===== src/rtl/instr_fetch_unit_if.sv =====
// Bus bundle between the fetch unit (master) and the RAM / execute side (slave).
// Build option IFU_ALIGN_CHECK_EN adds the align_fault signal.
interface instr_fetch_unit_if #(
   parameter int ADDR_WIDTH = 8,
   parameter int DATA_WIDTH = 8
);
   logic [ADDR_WIDTH-1:0]   mem_addr;
   logic                    mem_cs;
   logic                    mem_oe;
   logic                    mem_we;
   logic [DATA_WIDTH-1:0]   mem_rdata;
   logic [2*DATA_WIDTH-1:0] ir_out;
   logic [ADDR_WIDTH-1:0]   ir_pc;
   logic                    ir_valid;
   logic                    ir_ready;
   logic                    redirect_valid;
   logic [ADDR_WIDTH-1:0]   redirect_pc;
   logic                    halted;
`ifdef IFU_ALIGN_CHECK_EN
   logic                    align_fault;
`endif

   modport master (
      output mem_addr, mem_cs, mem_oe, mem_we,
      input  mem_rdata,
      output ir_out, ir_pc, ir_valid,
      input  ir_ready, redirect_valid, redirect_pc,
      output halted
`ifdef IFU_ALIGN_CHECK_EN
      , output align_fault
`endif
   );

   modport slave (
      input  mem_addr, mem_cs, mem_oe, mem_we,
      output mem_rdata,
      input  ir_out, ir_pc, ir_valid,
      output ir_ready, redirect_valid, redirect_pc,
      input  halted
`ifdef IFU_ALIGN_CHECK_EN
      , input align_fault
`endif
   );
endinterface


===== src/rtl/instr_fetch_unit.sv =====
// Two-byte instruction fetch stage for the 8-bit accumulator CPU.
// Build option IFU_ALIGN_CHECK_EN: odd redirect targets raise align_fault and halt.
module instr_fetch_unit #(
   parameter int                    ADDR_WIDTH = 8,
   parameter int                    DATA_WIDTH = 8,
   parameter logic [ADDR_WIDTH-1:0] RESET_PC   = '0
) (
   input  logic                  clk,
   input  logic                  rst_n,
   instr_fetch_unit_if.master    bus,
   output logic [2:0]            dbg_state_o
);
   // Handshake: an instruction transfers on a rising edge where ir_valid && ir_ready;
   // ir_out/ir_pc stay stable while ir_valid is high and not yet accepted.
   typedef enum logic [2:0] {
      S_FETCH_HI = 3'd0,
      S_FETCH_LO = 3'd1,
      S_CAPTURE  = 3'd2,
      S_VALID    = 3'd3,
      S_HALTED   = 3'd4
   } state_e;

   state_e                  state_q;
   logic [ADDR_WIDTH-1:0]   pc_q;
   logic [DATA_WIDTH-1:0]   hi_q;
   logic [ADDR_WIDTH-1:0]   mem_addr_q;
   logic                    mem_cs_q;
   logic                    mem_oe_q;
   logic [2*DATA_WIDTH-1:0] ir_out_q;
   logic [ADDR_WIDTH-1:0]   ir_pc_q;
   logic                    ir_valid_q;
   logic                    halted_q;
`ifdef IFU_ALIGN_CHECK_EN
   logic                    align_fault_q;
`endif

   always_ff @(posedge clk or negedge rst_n) begin
      if (!rst_n) begin
         state_q    <= S_FETCH_HI;
         pc_q       <= RESET_PC;
         hi_q       <= '0;
         mem_addr_q <= '0;
         mem_cs_q   <= 1'b0;
         mem_oe_q   <= 1'b0;
         ir_out_q   <= '0;
         ir_pc_q    <= '0;
         ir_valid_q <= 1'b0;
         halted_q   <= 1'b0;
`ifdef IFU_ALIGN_CHECK_EN
         align_fault_q <= 1'b0;
`endif
      end else if (bus.redirect_valid) begin
         // Redirect beats any state and a same-cycle handshake; partial fetches are dropped.
         mem_cs_q   <= 1'b0;
         mem_oe_q   <= 1'b0;
         ir_valid_q <= 1'b0;
`ifdef IFU_ALIGN_CHECK_EN
         if (bus.redirect_pc[0]) begin
            align_fault_q <= 1'b1;
            halted_q      <= 1'b1;
            state_q       <= S_HALTED;
         end else begin
            halted_q <= 1'b0;
            pc_q     <= bus.redirect_pc;
            state_q  <= S_FETCH_HI;
         end
`else
         halted_q <= 1'b0;
         pc_q     <= bus.redirect_pc;
         state_q  <= S_FETCH_HI;
`endif
      end else begin
         case (state_q)
            S_FETCH_HI: begin
               mem_addr_q <= pc_q;
               mem_cs_q   <= 1'b1;
               mem_oe_q   <= 1'b1;
               state_q    <= S_FETCH_LO;
            end
            S_FETCH_LO: begin
               mem_addr_q <= pc_q + ADDR_WIDTH'(1);
               hi_q       <= bus.mem_rdata;
               state_q    <= S_CAPTURE;
            end
            S_CAPTURE: begin
               mem_cs_q   <= 1'b0;
               mem_oe_q   <= 1'b0;
               ir_out_q   <= {hi_q, bus.mem_rdata};
               ir_pc_q    <= pc_q;
               pc_q       <= pc_q + ADDR_WIDTH'(2);
               ir_valid_q <= 1'b1;
               state_q    <= S_VALID;
            end
            S_VALID: begin
               if (bus.ir_ready) begin
                  ir_valid_q <= 1'b0;
                  if (ir_out_q[2*DATA_WIDTH-1 -: 4] == 4'h7) begin
                     halted_q <= 1'b1;
                     state_q  <= S_HALTED;
                  end else begin
                     state_q <= S_FETCH_HI;
                  end
               end
            end
            S_HALTED: begin
               state_q <= S_HALTED;
            end
            default: begin
               state_q <= S_FETCH_HI;
            end
         endcase
      end
   end

   assign bus.mem_addr = mem_addr_q;
   assign bus.mem_cs   = mem_cs_q;
   assign bus.mem_oe   = mem_oe_q;
   assign bus.mem_we   = 1'b0;
   assign bus.ir_out   = ir_out_q;
   assign bus.ir_pc    = ir_pc_q;
   assign bus.ir_valid = ir_valid_q;
   assign bus.halted   = halted_q;
`ifdef IFU_ALIGN_CHECK_EN
   assign bus.align_fault = align_fault_q;
`endif
   assign dbg_state_o  = state_q;
endmodule


===== src/flat_wrapper.sv =====
// flat-port wrapper written by rule: the top's interface ports become plain ports
module instr_fetch_unit_flat 
#(
   parameter int                    ADDR_WIDTH = 8,
   parameter int                    DATA_WIDTH = 8,
   parameter logic [ADDR_WIDTH-1:0] RESET_PC   = '0
)
  (clk, rst_n, dbg_state_o, bus_mem_addr, bus_mem_cs, bus_mem_oe, bus_mem_we, bus_mem_rdata, bus_ir_out, bus_ir_pc, bus_ir_valid, bus_ir_ready, bus_redirect_valid, bus_redirect_pc, bus_halted);
  instr_fetch_unit_if #(.ADDR_WIDTH(ADDR_WIDTH), .DATA_WIDTH(DATA_WIDTH)) bus_i ();
  input  logic clk;
  input  logic rst_n;
  output logic [2:0] dbg_state_o;
  output wire logic [$bits(bus_i.mem_addr)-1:0] bus_mem_addr;
  output wire logic [$bits(bus_i.mem_cs)-1:0] bus_mem_cs;
  output wire logic [$bits(bus_i.mem_oe)-1:0] bus_mem_oe;
  output wire logic [$bits(bus_i.mem_we)-1:0] bus_mem_we;
  input wire logic [$bits(bus_i.mem_rdata)-1:0] bus_mem_rdata;
  output wire logic [$bits(bus_i.ir_out)-1:0] bus_ir_out;
  output wire logic [$bits(bus_i.ir_pc)-1:0] bus_ir_pc;
  output wire logic [$bits(bus_i.ir_valid)-1:0] bus_ir_valid;
  input wire logic [$bits(bus_i.ir_ready)-1:0] bus_ir_ready;
  input wire logic [$bits(bus_i.redirect_valid)-1:0] bus_redirect_valid;
  input wire logic [$bits(bus_i.redirect_pc)-1:0] bus_redirect_pc;
  output wire logic [$bits(bus_i.halted)-1:0] bus_halted;
  assign bus_mem_addr = bus_i.mem_addr;
  assign bus_mem_cs = bus_i.mem_cs;
  assign bus_mem_oe = bus_i.mem_oe;
  assign bus_mem_we = bus_i.mem_we;
  assign bus_i.mem_rdata = bus_mem_rdata;
  assign bus_ir_out = bus_i.ir_out;
  assign bus_ir_pc = bus_i.ir_pc;
  assign bus_ir_valid = bus_i.ir_valid;
  assign bus_i.ir_ready = bus_ir_ready;
  assign bus_i.redirect_valid = bus_redirect_valid;
  assign bus_i.redirect_pc = bus_redirect_pc;
  assign bus_halted = bus_i.halted;
  instr_fetch_unit #(.ADDR_WIDTH(ADDR_WIDTH), .DATA_WIDTH(DATA_WIDTH), .RESET_PC(RESET_PC)) u_core (.clk(clk), .rst_n(rst_n), .bus(bus_i), .dbg_state_o(dbg_state_o));
endmodule

===== config.mk =====
export PLATFORM = sky130hd
export DESIGN_NAME = instr_fetch_unit_flat
export DESIGN_NICKNAME = d
export VERILOG_FILES = /design/src/rtl/instr_fetch_unit_if.sv /design/src/rtl/instr_fetch_unit.sv /design/src/flat_wrapper.sv
export SDC_FILE = /design/constraint.sdc
export NUM_CORES = 1
export LEC_CHECK = 0
export BUFFER_PORTS_ARGS = -buffer_cell sky130_fd_sc_hd__buf_2
export CORE_AREA = 2 2 59 83
export DETAILED_ROUTE_END_ITERATION = 7
export DIE_AREA = 0 0 61 85
export PLACE_DENSITY = 0.89
export SYNTH_ARGS = -nofsm -noshare
export SYNTH_HDL_FRONTEND = slang
export SYNTH_SLANG_ARGS = --single-unit
export TNS_END_PERCENT = 50

===== constraint.sdc =====
create_clock -name clk -period 3.3 [get_ports clk]
set_input_delay 0.33 -clock clk [delete_from_list [all_inputs] [get_ports clk]]
set_output_delay 0.33 -clock clk [all_outputs]
set_load 0.05 [all_outputs]

== Yosys cells after proc, flatten, opt, wreduce, memory -nomap -nowiden ==
Index checks and enable logic that the tools add are counted.
Widths: inputs -> output; s select.
Storage, ports and cells
  bits in registers: 54
  bits of input ports: 20
  output and inout bits: 40
  logic and storage cells: 47
Cells by class
  add/subtract/negate cells: 2
  equal/unequal tests: 6
  muxes and demuxes: 16
  bitwise logic cells: 1
  reduce and logical (&&, ||, !) cells: 13
Operator list (count)
  $mux 8: 2
  $pmux 8 s2: 1
  $pmux 3 s5: 1
  $reduce_bool 2->1: 5
  $mux 3: 3
  $add 8x1->8 const B: 1
  $add 8x2->8 const B: 1
  $reduce_and 2->1: 4
  $mux 1: 7
  $eq 3x2->1 const B: 2
  $reduce_bool 3->1: 2
  $eq 4x3->1 const B: 1
  $pmux 1 s2: 2
  $eq 3x1->1 const B: 1
  $eq 3x3->1 const B: 1
  $logic_not 3->1: 1
  $ne 3x3->1 const B: 1
  $reduce_and 3->1: 1
  $not 1->1: 1

== Depth between registers and ports, before layout ==
Gate-level depths: netlist (run 1).
  word-level depth: 5
  gate-level depth with buffers: 5
  mapped depth without buffers: 4

== Worst setup path before layout (run 1) ==
Ideal clock, no wire load.
  kind: register to register
  start: reg u_core.state_q[2], in the netlist u_core.dbg_state_o[2]
  end: reg u_core.ir_out_q[0], in the netlist u_core.bus.ir_out[0]
  library setup time: 0.128 ns
  data arrival time: 1.771 ns
  required time: 3.172 ns
  path slack: 1.401 ns
  cell stages (with the launch flop): 5
  clock period less this slack: 1.899 ns
  cells stage by stage: dfrtp_1 > buf_2 > nor4b_4 > buf_2 > mux2_1
Between the ends
  longest elaborated chain between the ends: 2
Ends and longest elaborated chain
  start: declaration: RTL line instr_fetch_unit.sv:23  | state_e state_q;
  start signal: assignment: RTL line instr_fetch_unit.sv:39  | state_q <= S_FETCH_HI;
  start signal: assignment: RTL line instr_fetch_unit.sv:70  | state_q <= S_FETCH_HI;
  start signal: assignment: RTL line instr_fetch_unit.sv:78  | state_q <= S_FETCH_LO;
  $eq 3x2->1: RTL line instr_fetch_unit.sv:73  | case (state_q)
  $reduce_and 2->1 (no source line)
  end signal: assignment: RTL line instr_fetch_unit.sv:88  | ir_out_q <= {hi_q, bus.mem_rdata};
  end: declaration: RTL line instr_fetch_unit.sv:29  | logic [2*DATA_WIDTH-1:0] ir_out_q;
Every way passes these cells.
A chain may end at the register's enable or synchronous reset.

== Worst setup path after layout (run 1) ==
  start: reg u_core.state_q[1], in the netlist u_core.dbg_state_o[1]
  end: reg u_core.ir_out_q[8], in the netlist u_core.bus.ir_out[8]
The elaborated chain is that of the path after synthesis.

==> flow_metrics.py, run 1 <==
metrics = {
    "finish": {
        "layout_common_cells": "buf_2, dfrtp_1, mux2_1, nand2_1, o21ai_0",
        "register_area_mm2": 0.00135,
        "area_growth_pct": 17.7,
        "fillers": 350,
        "nets": 271,
        "utilization_pct": 63.1,
        "finalNonFillerCells": 312,
        "final_common_cell": "buf_2",
        "drive_gt1_share_pct": 29.2,
        "multi_input_area_um2": 975,
        "diodes": 0,
    },
    "global_routing": {
        "antenna_found_initial": 0,
        "grt_usage_pct": 20.2,
        "grt_max_degree": 33,
        "first_global_vias": 1766,
        "grt_pass1_wl_um": 7980,
        "grt_overflow": 0,
    },
    "placement": {
        "hpwl_um": 3340,
        "place.gp.congestion": 0.772,
        "pre_cts_ws_ns": 1.48,
        "dp_cells": 303,
        "port-buffer-count": 58,
    },
    "timing": {
        "fin_ws_ns": 1.50,
        "hold_violations": 0,
        "setup_tns_ns": 0,
        "finalMaxSlewViolations": 0,
        "min_period_ns": 1.80,
        "tightestPinTransition_ns": 0.596,
        "rsz0062_at_grt": "false",
        "post-route-period-util_pct": 54.4,
        "max_freq_mhz": 557,
        "finClkSkew_ns": 0.0119,
        "slew_headroom_pct": 60.3,
        "setup_viol_count_final": 0,
    },
    "cts": {
        "cts_htree_levels": 2,
        "cts.sinks": 54,
        "numCtsBuffers": 5,
        "cts.repair.resized": 0,
        "max-clock-path-buffers": 2,
        "post_cts_buffers": 0,
        "insertion_delay_ns": 0.31,
        "cts_tree": "yes",
        "clkTransAtPathRegs_ns": 0.11,
        "cts-root-buf": "clkbuf_8",
    },
    "yosys": {
        "yosysWarnings": 0,
        "synth_seq_area_share_pct": 56.5,
        "synth_cell_types": 37,
        "ys_ff_latch": 54,
        "avgSynthCellArea_um2": 12.4,
        "synthesis.area_mm2": 0.00239,
        "async_flop_share_pct": 100,
        "synth_fp_nets": 215,
        "synth_flop_cell": "dfrtp_1",
        "synth_edf_count": 0,
        "postSynthCellCount": 193,
    },
    "critical_path": {
        "arrival_ns": 2.00,
        "critPathMaxStageDelay_ns": 0.67,
        "worstPathCellList": "nor4b_4 -> buf_4 -> mux2_1",
        "critPathRequiredTime_ns": 3.50,
        "crit_path_start_kind": "flop",
        "crit_buf_inv": 1,
        "criticalPathCategory": "reg2reg",
        "crit_fanout": 24,
        "rrSetupSlack_ns": 1.50,
        "reg2reg_to": "u_core.bus.ir_out[8]$_DFFE_PN0P_",
        "crit_path_top_delay_cell": "dfrtp_1",
        "reg2reg_from": "u_core.dbg_state_o[1]$_DFFE_PN0P_",
        "reg2regPathDepth": 3,
        "crit_family": "flip-flops",
        "worst_setup_path_end_kind": "flop",
    },
    "routing": {
        "drt_first_pass_iters": 4,
        "drtIter0Drc": 38,
        "drc": 0,
        "ant_nets": 0,
        "vias": 1701,
        "avgRoutedWirePerCell_um": 15.2,
        "via_per_inst": 5.45,
        "routed_wl_um": 4750,
    },
    "power": {
        "clkPwrFrac_pct": 17.2,
        "p_per_area_mw_per_mm2": 783,
        "peakVddDrop_v": 0.000645,
        "seqPwrFrac_pct": 42.9,
        "intPower_mw": 1.20,
        "combPwrFrac_pct": 39.8,
        "power.total_mw": 2.20,
        "power_switching_mw": 1.00,
        "swShare_pct": 45.4,
        "p_leak_nw": 1.28,
    },
    "hold_path": {
        "holdCritStartpoint": "bus_redirect_pc[4]",
        "hp-class": "in2reg",
        "holdPathStages": 3,
        "whs_endpoint": "u_core.pc_q[4]$_DFFE_PN0N_",
    },
    "floorplan": {
        "chipHeight_um": 85,
        "start_util_pct": 53.6,
        "die_w_um": 61,
        "io-pin-count": 60,
        "fp-row-count": 29,
        "core_area_mm2": 0.00446,
        "die_area_mm2": 0.00519,
    },
    "outcome": {
        "status": "finished, final reports clean",
    },
    "job": {
        "cap_violations": 0,
    },
}
kinds of logic after synthesis:
group / synth area share (%)
other cells: 0.157
fa+ha+maj: 1.05
simple gates: 15.8
mux: 16.4
compound gates: 5.91
xor+xnor: 1.47
buf+inv: 2.72
flops: 56.5
final cells by class:
class / count / area share (%)
Sequential cell: 54 / 48.0
Multi-Input combinational cell: 126 / 34.6
Timing Repair Buffer: 61 / 11.2
Tap cell: 62 / 2.76
Clock buffer: 5 / 2.45
Clock inverter: 3 / 0.800
Inverter: 1 / 0.133
worst max-delay path by stage:
stage | cells after the start | slack (ns) | to | start
after detailed placement | 2 | 1.48 | u_core.hi_q[3]$_DFFE_PN0P_ | u_core.dbg_state_o[0]$_DFFE_PN0P_
after global routing | 3 | 1.37 | u_core.bus.ir_out[15]$_DFFE_PN0P_ | u_core.dbg_state_o[1]$_DFFE_PN0P_
after CTS | 2 | 1.48 | u_core.hi_q[3]$_DFFE_PN0P_ | u_core.dbg_state_o[0]$_DFFE_PN0P_
after global placement | 3 | 1.55 | u_core.bus.mem_addr[5]$_DFFE_PN0P_ | u_core.dbg_state_o[0]$_DFFE_PN0P_
after floorplan | 4 | 1.40 | u_core.bus.ir_out[0]$_DFFE_PN0P_ | u_core.dbg_state_o[2]$_DFFE_PN0P_
final | 3 | 1.50 | u_core.bus.ir_out[8]$_DFFE_PN0P_ | u_core.dbg_state_o[1]$_DFFE_PN0P_
synth_stat cells, types with 3 or more instances:
master     number  area share, %
nand3_1         5            1.0
o21ai_1         6            1.3
a31oi_1         5            1.3
nand2_1        15            2.4
or3_1           6            1.6
a21oi_1         4           0.84
or4_1           5            1.6
buf_2           7            1.5
nor2b_1         4            1.0
dfrtp_1        54             57
nand4bb_1       3            1.4
mux2_1         32             15
nor2_1          7            1.1
o21ai_0         9            1.9
worst register-to-register path, delay by kind of cell, from the launching register on:
| family | cells | cell delay [ns] |
|---|---|---|
| flip-flops | 1 | 0.67 |
| multiplexers | 1 | 0.38 |
| buffers and inverters | 1 | 0.35 |
| AND/OR/NAND/NOR | 1 | 0.30 |
through the flow:
step / hold slack [ns] / area, um^2
floorplan: 0.0344 / 2390
global placement: 0.320 / 2710
detailed placement: 0.329 / 2710
CTS: 0.224 / 2810
global route: 0.235 / 2810
finish: 0.229 / 2810
sequential cells by signal, summed over array words and instances, names as in the netlist:
register	flops
u_core.bus.ir_valid	1
u_core.hi_q	8
u_core.bus.ir_pc	8
u_core.pc_q	8
u_core.bus.ir_out	16
u_core.bus.mem_addr	8
u_core.dbg_state_o	3
u_core.bus.halted	1
u_core.bus.mem_cs	1
power by group through the flow:
stage | clock [mW] | combinational [mW] | sequential [mW]
2_1_floorplan | 0 | 0.190 | 1.42
3_3_place_gp | 0 | 0.860 | 0.950
3_5_place_dp | 0 | 0.880 | 0.956
4_1_cts | 0.387 | 0.887 | 0.947
5_1_grt | 0.410 | 0.925 | 0.969
6_report | 0.380 | 0.878 | 0.947
layer usage:
layer  share of wire (%)  vias up  global-route usage [%]
li1                    -      803                       -
met1                  42      829                    25.2
met2                  50       55                    32.3
met3                 5.6       14                    5.79
met4                 2.4        0                    8.50
met5                   0        -                       0
what timing repair did:
| item | CTS | global route |
|---|---|---|
| setup endpoints to repair | 0 | 0 |
| hold buffers | 1 | 0 |
| hold endpoints to repair | 22 | 0 |
No activity file was read; power rests on OpenSTA's default activity.
==> run 2, diff against run 1 <==
--- a/config.mk
+++ b/config.mk
@@ -6,10 +6,10 @@
 export NUM_CORES = 1
 export LEC_CHECK = 0
 export BUFFER_PORTS_ARGS = -buffer_cell sky130_fd_sc_hd__buf_2
-export CORE_AREA = 2 2 59 83
+export CORE_AREA = 2 2 64 90
 export DETAILED_ROUTE_END_ITERATION = 7
-export DIE_AREA = 0 0 61 85
-export PLACE_DENSITY = 0.89
+export DIE_AREA = 0 0 66 92
+export PLACE_DENSITY = 0.81
 export SYNTH_ARGS = -nofsm -noshare
 export SYNTH_HDL_FRONTEND = slang
 export SYNTH_SLANG_ARGS = --single-unit
==> constraint.sdc (replaced) <==
create_clock -name clk -period 1.5 [get_ports clk]
set_input_delay 0.15 -clock clk [delete_from_list [all_inputs] [get_ports clk]]
set_output_delay 0.15 -clock clk [all_outputs]
set_load 0.05 [all_outputs]
==> flow_metrics.py, run 2 (same netlist as run 1, synthesis figures left out) <==
metrics = {
    "outcome": {
        "status": "finished with violations",
        "violations": "setup timing",
    },
    "placement": {
        "port-buffer-count": 58,
        "place.gp.congestion": 0.869,
        "hpwl_um": 3510,
        "pre_cts_ws_ns": -0.0573,
        "dp_cells": 325,
    },
    "routing": {
        "avgRoutedWirePerCell_um": 15.0,
        "drt_first_pass_iters": 4,
        "drc": 0,
        "drtIter0Drc": 75,
        "routed_wl_um": 5070,
        "via_per_inst": 5.25,
        "vias": 1768,
        "ant_nets": 0,
    },
    "cts": {
        "cts-root-buf": "clkbuf_8",
        "clkTransAtPathRegs_ns": 0.09,
        "max-clock-path-buffers": 2,
        "cts_tree": "yes",
        "insertion_delay_ns": 0.30,
        "cts.sinks": 54,
        "numCtsBuffers": 5,
        "cts_htree_levels": 2,
    },
    "job": {
        "cap_violations": 0,
    },
    "power": {
        "intPower_mw": 2.77,
        "p_leak_nw": 1.41,
        "combPwrFrac_pct": 42.4,
        "p_per_area_mw_per_mm2": 1600,
        "power_switching_mw": 2.16,
        "clkPwrFrac_pct": 15.8,
        "swShare_pct": 43.8,
        "seqPwrFrac_pct": 41.8,
        "peakVddDrop_v": 0.00101,
    },
    "timing": {
        "finalMaxSlewViolations": 0,
        "fin_ws_ns": -0.0367,
        "min_period_ns": 1.54,
        "finClkSkew_ns": 0.00620,
        "whs_ns": 0.0489,
        "hold_violations": 0,
        "max_freq_mhz": 651,
        "rsz0062_at_grt": "true",
        "setup_viol_count_final": 15,
        "post-route-period-util_pct": 102,
    },
    "floorplan": {
        "io-pin-count": 60,
        "chipHeight_um": 92,
        "start_util_pct": 44.6,
        "die_w_um": 66,
        "die_area_mm2": 0.00607,
        "fp-row-count": 32,
        "core_area_mm2": 0.00537,
    },
    "critical_path": {
        "critPathMaxStageDelay_ns": 0.48,
        "crit_path_start_kind": "flop",
        "critPathRequiredTime_ns": 1.72,
        "crit_path_top_delay_cell": "dfrtp_2",
        "worstPathCellList": "or3b_4 -> or4_1 -> a31oi_1",
        "worst_setup_path_end_kind": "flop",
        "criticalPathCategory": "reg2reg",
        "arrival_ns": 1.76,
        "crit_fanout": 7,
    },
    "finish": {
        "drive_gt1_share_pct": 39.4,
        "largest_reg_flops": 16,
        "nets": 290,
        "diodes": 0,
        "final_common_cell": "buf_2",
        "finalNonFillerCells": 337,
        "area_growth_pct": 29.0,
        "layout_common_cells": "buf_2, dfrtp_1, mux2_1, buf_4, nand2_1",
    },
    "global_routing": {
        "grt_max_degree": 55,
        "first_global_vias": 1801,
        "grt_usage_pct": 17.9,
        "grt_overflow": 0,
        "antenna_found_initial": 0,
        "grt_pass1_wl_um": 8290,
    },
    "hold_path": {
        "hp-class": "in2reg",
    },
}
run 2: cell type report:
type / count / area, um^2
multi-input cells: 126 / 1050
clock buffers: 8 / 80.1
inverters: 1 / 3.75
well taps: 68 / 85.1
flip-flops and latches: 54 / 1360
repair buffers: 80 / 512
fillers: 486 / 2280
run 2: timing repair:
item,4_1_cts,5_1_grt
pin swaps,2,1
buffers inserted,2,1
setup endpoints to repair,29,37
gates resized for setup,11,5
hold buffers,1,0
endpoints found under the hold margin,54,0
cloned,0,0
run 2: through the flow:
stage	setup TNS (ns)	area, um^2	utilization [%]	power (mW)
6_report	-0.146	3090	57.5	4.92
5_1_grt	-2.00	3090	57.5	5.18
4_1_cts	-0.232	3050	56.9	4.96
3_5_place_dp	-0.0673	2890	53.9	4.11
3_3_place_gp	0	2890	53.9	4.05
2_1_floorplan	-5.89	2420	-	3.54
run 2: power groups by stage:
stage | clock network [mW] | logic (mW) | registers (mW)
global route | 0.868 | 2.20 | 2.11
CTS | 0.803 | 2.09 | 2.06
global placement | 0 | 1.99 | 2.06
finish | 0.777 | 2.09 | 2.06
floorplan | 0 | 0.426 | 3.12
detailed placement | 0 | 2.02 | 2.09
run 2: final timing paths:
kind / start / end / slack (ns) / cells past startpoint
min in group asynchronous: rst_n / u_core.bus.mem_cs$_DFFE_PN0P_ / 0.37 / 3
min reg2reg: u_core.bus.ir_out[0]$_DFFE_PN0P_ / u_core.bus.ir_out[0]$_DFFE_PN0P_ / 0.48 / 1
max in group asynchronous: rst_n / u_core.dbg_state_o[0]$_DFFE_PN0P_ / 0.88 / 3
max: u_core.dbg_state_o[2]$_DFFE_PN0P_ / u_core.bus.mem_addr[5]$_DFFE_PN0P_ / -0.04 / 3
min: bus_redirect_pc[7] / u_core.pc_q[7]$_DFFE_PN0N_ / 0.05 / 3
max reg2reg: u_core.dbg_state_o[2]$_DFFE_PN0P_ / u_core.bus.mem_addr[5]$_DFFE_PN0P_ / -0.04 / 3
run 2: layer usage:
metal	vias up	part of all wire [%]	track usage (%)
li1	842	-	-
met1	868	42	21.4
met2	48	52	31.1
met3	10	4.3	2.70
met4	0	1.9	8.16
met5	-	0	0
run 2: worst max-delay path, delay by kind of cell, from the launching register on:
| family | cells | cell delay [ns] |
|---|---|---|
| AOI/OAI and AO/OA | 1 | 0.17 |
| DFF | 1 | 0.48 |
| and+or+nand+nor | 2 | 0.81 |
==> run 3, diff against run 2 <==
--- a/config.mk
+++ b/config.mk
@@ -5,11 +5,12 @@
 export SDC_FILE = /design/constraint.sdc
 export NUM_CORES = 1
 export LEC_CHECK = 0
+export ABC_AREA = 1
 export BUFFER_PORTS_ARGS = -buffer_cell sky130_fd_sc_hd__buf_2
 export CORE_AREA = 2 2 64 90
 export DETAILED_ROUTE_END_ITERATION = 7
 export DIE_AREA = 0 0 66 92
-export PLACE_DENSITY = 0.81
+export PLACE_DENSITY = 0.82
 export SYNTH_ARGS = -nofsm -noshare
 export SYNTH_HDL_FRONTEND = slang
 export SYNTH_SLANG_ARGS = --single-unit
==> flow_metrics.py, run 3 <==
metrics = {
    "outcome": {
        "status": "finished, final reports clean",
    },
    "hold_path": {
        "holdCritStartpoint": "bus_redirect_pc[0]",
        "whs_endpoint": "u_core.pc_q[0]$_DFFE_PN0P_",
        "holdPathStages": 3,
        "hp-class": "in2reg",
    },
    "global_routing": {
        "antenna_found_initial": 0,
        "grt_overflow": 0,
        "grt_pass1_wl_um": 8870,
        "grt_max_degree": 55,
        "first_global_vias": 1960,
        "grt_usage_pct": 19.0,
    },
    "placement": {
        "pre_cts_ws_ns": 0.143,
        "hpwl_um": 4020,
        "place.gp.congestion": 0.881,
        "port-buffer-count": 58,
        "postPlaceCellArea_mm2": 0.00278,
    },
    "yosys": {
        "synth_edf_count": 0,
        "synth_cell_types": 25,
        "synth_flop_cell": "dfrtp_1",
        "synth_seq_area_share_pct": 54.8,
        "ys_top_cells_by_area": "dfrtp_1, nand2_1, nand3_1, o21ai_1, inv_1",
        "post-synth-top-count-cell": "nand2_1",
        "avgSynthCellArea_um2": 8.56,
        "synth_common_cells": "nand2_1, dfrtp_1, nand3_1, o21ai_1, inv_1",
        "yosysWarnings": 0,
        "yosys.area_share.simple_pct": 27.7,
        "synth-adder-area-share_pct": 1.02,
        "synth-xor-area-share_pct": 0.355,
        "yosys-mux-area-fraction_pct": 0,
        "synth-compound-area-share_pct": 8.07,
        "synth.largest_area_cell": "dfrtp_1",
        "postSynthCellCount": 288,
        "synth.top_cell.area_share_pct": 54.8,
        "synthesis.area_mm2": 0.00246,
        "synth_fp_nets": 310,
        "ys_ff_latch": 54,
        "synth_top_family_by_area": "simple AND/OR/NAND/NOR gates",
        "async_flop_share_pct": 100,
    },
    "power": {
        "swShare_pct": 46.4,
        "clkPwrFrac_pct": 18.0,
        "p_leak_nw": 1.56,
        "peakVddDrop_v": 0.00128,
        "seqPwrFrac_pct": 40.4,
        "power_switching_mw": 2.48,
        "p_per_area_mw_per_mm2": 1840,
        "combPwrFrac_pct": 41.7,
        "intPower_mw": 2.86,
    },
    "cts": {
        "cts-root-buf": "clkbuf_8",
        "cts.sinks": 54,
        "max-clock-path-buffers": 2,
        "post_cts_buffers": 0,
        "clkTransAtPathRegs_ns": 0.09,
        "cts.repair.resized": 0,
        "cts_htree_levels": 2,
        "insertion_delay_ns": 0.31,
        "cts_tree": "yes",
        "numCtsBuffers": 5,
    },
    "critical_path": {
        "reg2reg_from": "u_core.dbg_state_o[2]$_DFFE_PN0P_",
        "crit_buf_inv": 0,
        "worstPathCellList": "nor2_2 -> nand3_1 -> nor3_1 -> nor2_1",
        "crit_path_top_delay_cell": "dfrtp_1",
        "crit_path_start_kind": "flop",
        "critPathRequiredTime_ns": 1.70,
        "rrSetupSlack_ns": 0.13,
        "crit_fanout": 5,
        "criticalPathCategory": "reg2reg",
        "reg2reg_to": "u_core.bus.mem_addr[3]$_DFFE_PN0P_",
        "crit_family": "simple AND/OR/NAND/NOR gates",
        "worst_setup_path_end_kind": "flop",
        "critPathMaxStageDelay_ns": 0.48,
        "reg2regPathDepth": 4,
        "crit_path_start": "u_core.dbg_state_o[2]$_DFFE_PN0P_",
        "arrival_ns": 1.57,
    },
    "timing": {
        "hold_violations": 0,
        "post-route-period-util_pct": 91.2,
        "max_freq_mhz": 731,
        "setup_viol_count_final": 0,
        "whs_ns": 0.0336,
        "rsz0062_at_grt": "false",
        "finClkSkew_ns": 0.00485,
        "finalMaxSlewViolations": 0,
        "fin_ws_ns": 0.133,
        "min_period_ns": 1.37,
        "setup_tns_ns": 0,
    },
    "routing": {
        "vias": 2051,
        "via_per_inst": 4.94,
        "drtIter0Drc": 101,
        "drc": 0,
        "drt_first_pass_iters": 4,
        "routed_wl_um": 5320,
        "ant_nets": 0,
        "avgRoutedWirePerCell_um": 12.8,
    },
    "job": {
        "cap_violations": 0,
    },
    "finish": {
        "nets": 368,
        "largest_reg_flops": 16,
        "fillers": 548,
        "diodes": 0,
        "fin_area_mm2": 0.00290,
        "layout_common_cells": "nand2_1, buf_2, dfrtp_1, o21ai_1, nand3_1",
        "drive_gt1_share_pct": 23.9,
        "area_growth_pct": 17.5,
        "final_common_cell": "nand2_1",
    },
    "floorplan": {
        "core_area_mm2": 0.00537,
        "chipHeight_um": 92,
        "io-pin-count": 60,
        "fp-row-count": 32,
        "die_w_um": 66,
        "start_util_pct": 45.9,
        "die_area_mm2": 0.00607,
    },
}
==> run 3: cell count changes after synthesis, moves of 6 or more <==
cell and change:
nand2_1 +86, mux2_1 -32, nor2_1 +9, nand3_1 +18, o21ai_1 +17, buf_2 -7
inv_1 +19, or3_1 -6
==> run 3: cell families (layout without fill, tap and decap cells) <==
logic type      Yosys count  count (layout)
compound gates           38              38
xor+xnor                  1               1
fa+ha+maj                 2               2
buf+inv                  35              94
flops                    54              54
other cells               1               1
simple gates            157             157
==> run 3: timing repair <==
item	in CTS	in global routing
hold buffers	1	0
endpoints found under the setup margin	0	0
hold endpoints to repair	54	0
==> run 3: per-layer routing <==
layer  GRT usage, %  routed length [um]  vias up
met2           31.0                2690       66
met1           23.2                2100      945
met5              0                   0        -
met3           3.56                 318       16
met4           11.1                 214        0
li1               -                   -     1024
==> run 3: worst min-delay path: stages <==
cell and delay (ns):
buf_2 0.07, nand2_1 0.04, nand2_1 0.05
==> run 3: metrics by stage <==
| stage | total power [mW] | cells | util (%) |
|---|---|---|---|
| finish | 5.34 | 415 | 54.0 |
| global route | 5.62 | 415 | 54.0 |
| CTS | 5.38 | 415 | 54.0 |
| detailed placement | 4.42 | 406 | 51.7 |
| global placement | 4.38 | 406 | 51.7 |
| floorplan | 3.86 | 288 | - |
==> run 3: how the worst max path moves through the flow <==
stage,to,cells past startpoint,slack (ns)
6_report,u_core.bus.mem_addr[3]$_DFFE_PN0P_,4,0.13
5_1_grt,u_core.bus.mem_addr[3]$_DFFE_PN0P_,4,0.01
4_1_cts,u_core.hi_q[1]$_DFFE_PN0P_,6,0.13
3_5_place_dp,u_core.bus.ir_pc[6]$_DFFE_PN0P_,6,0.14
3_3_place_gp,u_core.hi_q[6]$_DFFE_PN0P_,6,0.18
2_1_floorplan,u_core.bus.mem_addr[3]$_DFFE_PN0P_,6,0.009
==> run 3: final cells by class <==
cell class | instances | area (um^2) | share of cell area, %
flip-flops and latches | 54 | 1350 | 46.7
clock buffers | 6 | 72.6 | 2.51
inverters | 24 | 92.6 | 3.20
well taps | 68 | 85.1 | 2.94
multi-input cells | 199 | 920 | 31.8
repair buffers | 62 | 335 | 11.6
clock inverters | 2 | 37.5 | 1.30
==> run 3: power by group through the flow <==
stage	Clock (mW)	Sequential, mW	Combinational [mW]
2_1_floorplan	0	3.27	0.586
5_1_grt	1.03	2.21	2.38
6_report	0.959	2.16	2.23
3_5_place_dp	0	2.18	2.24
4_1_cts	0.974	2.16	2.25
3_3_place_gp	0	2.18	2.21
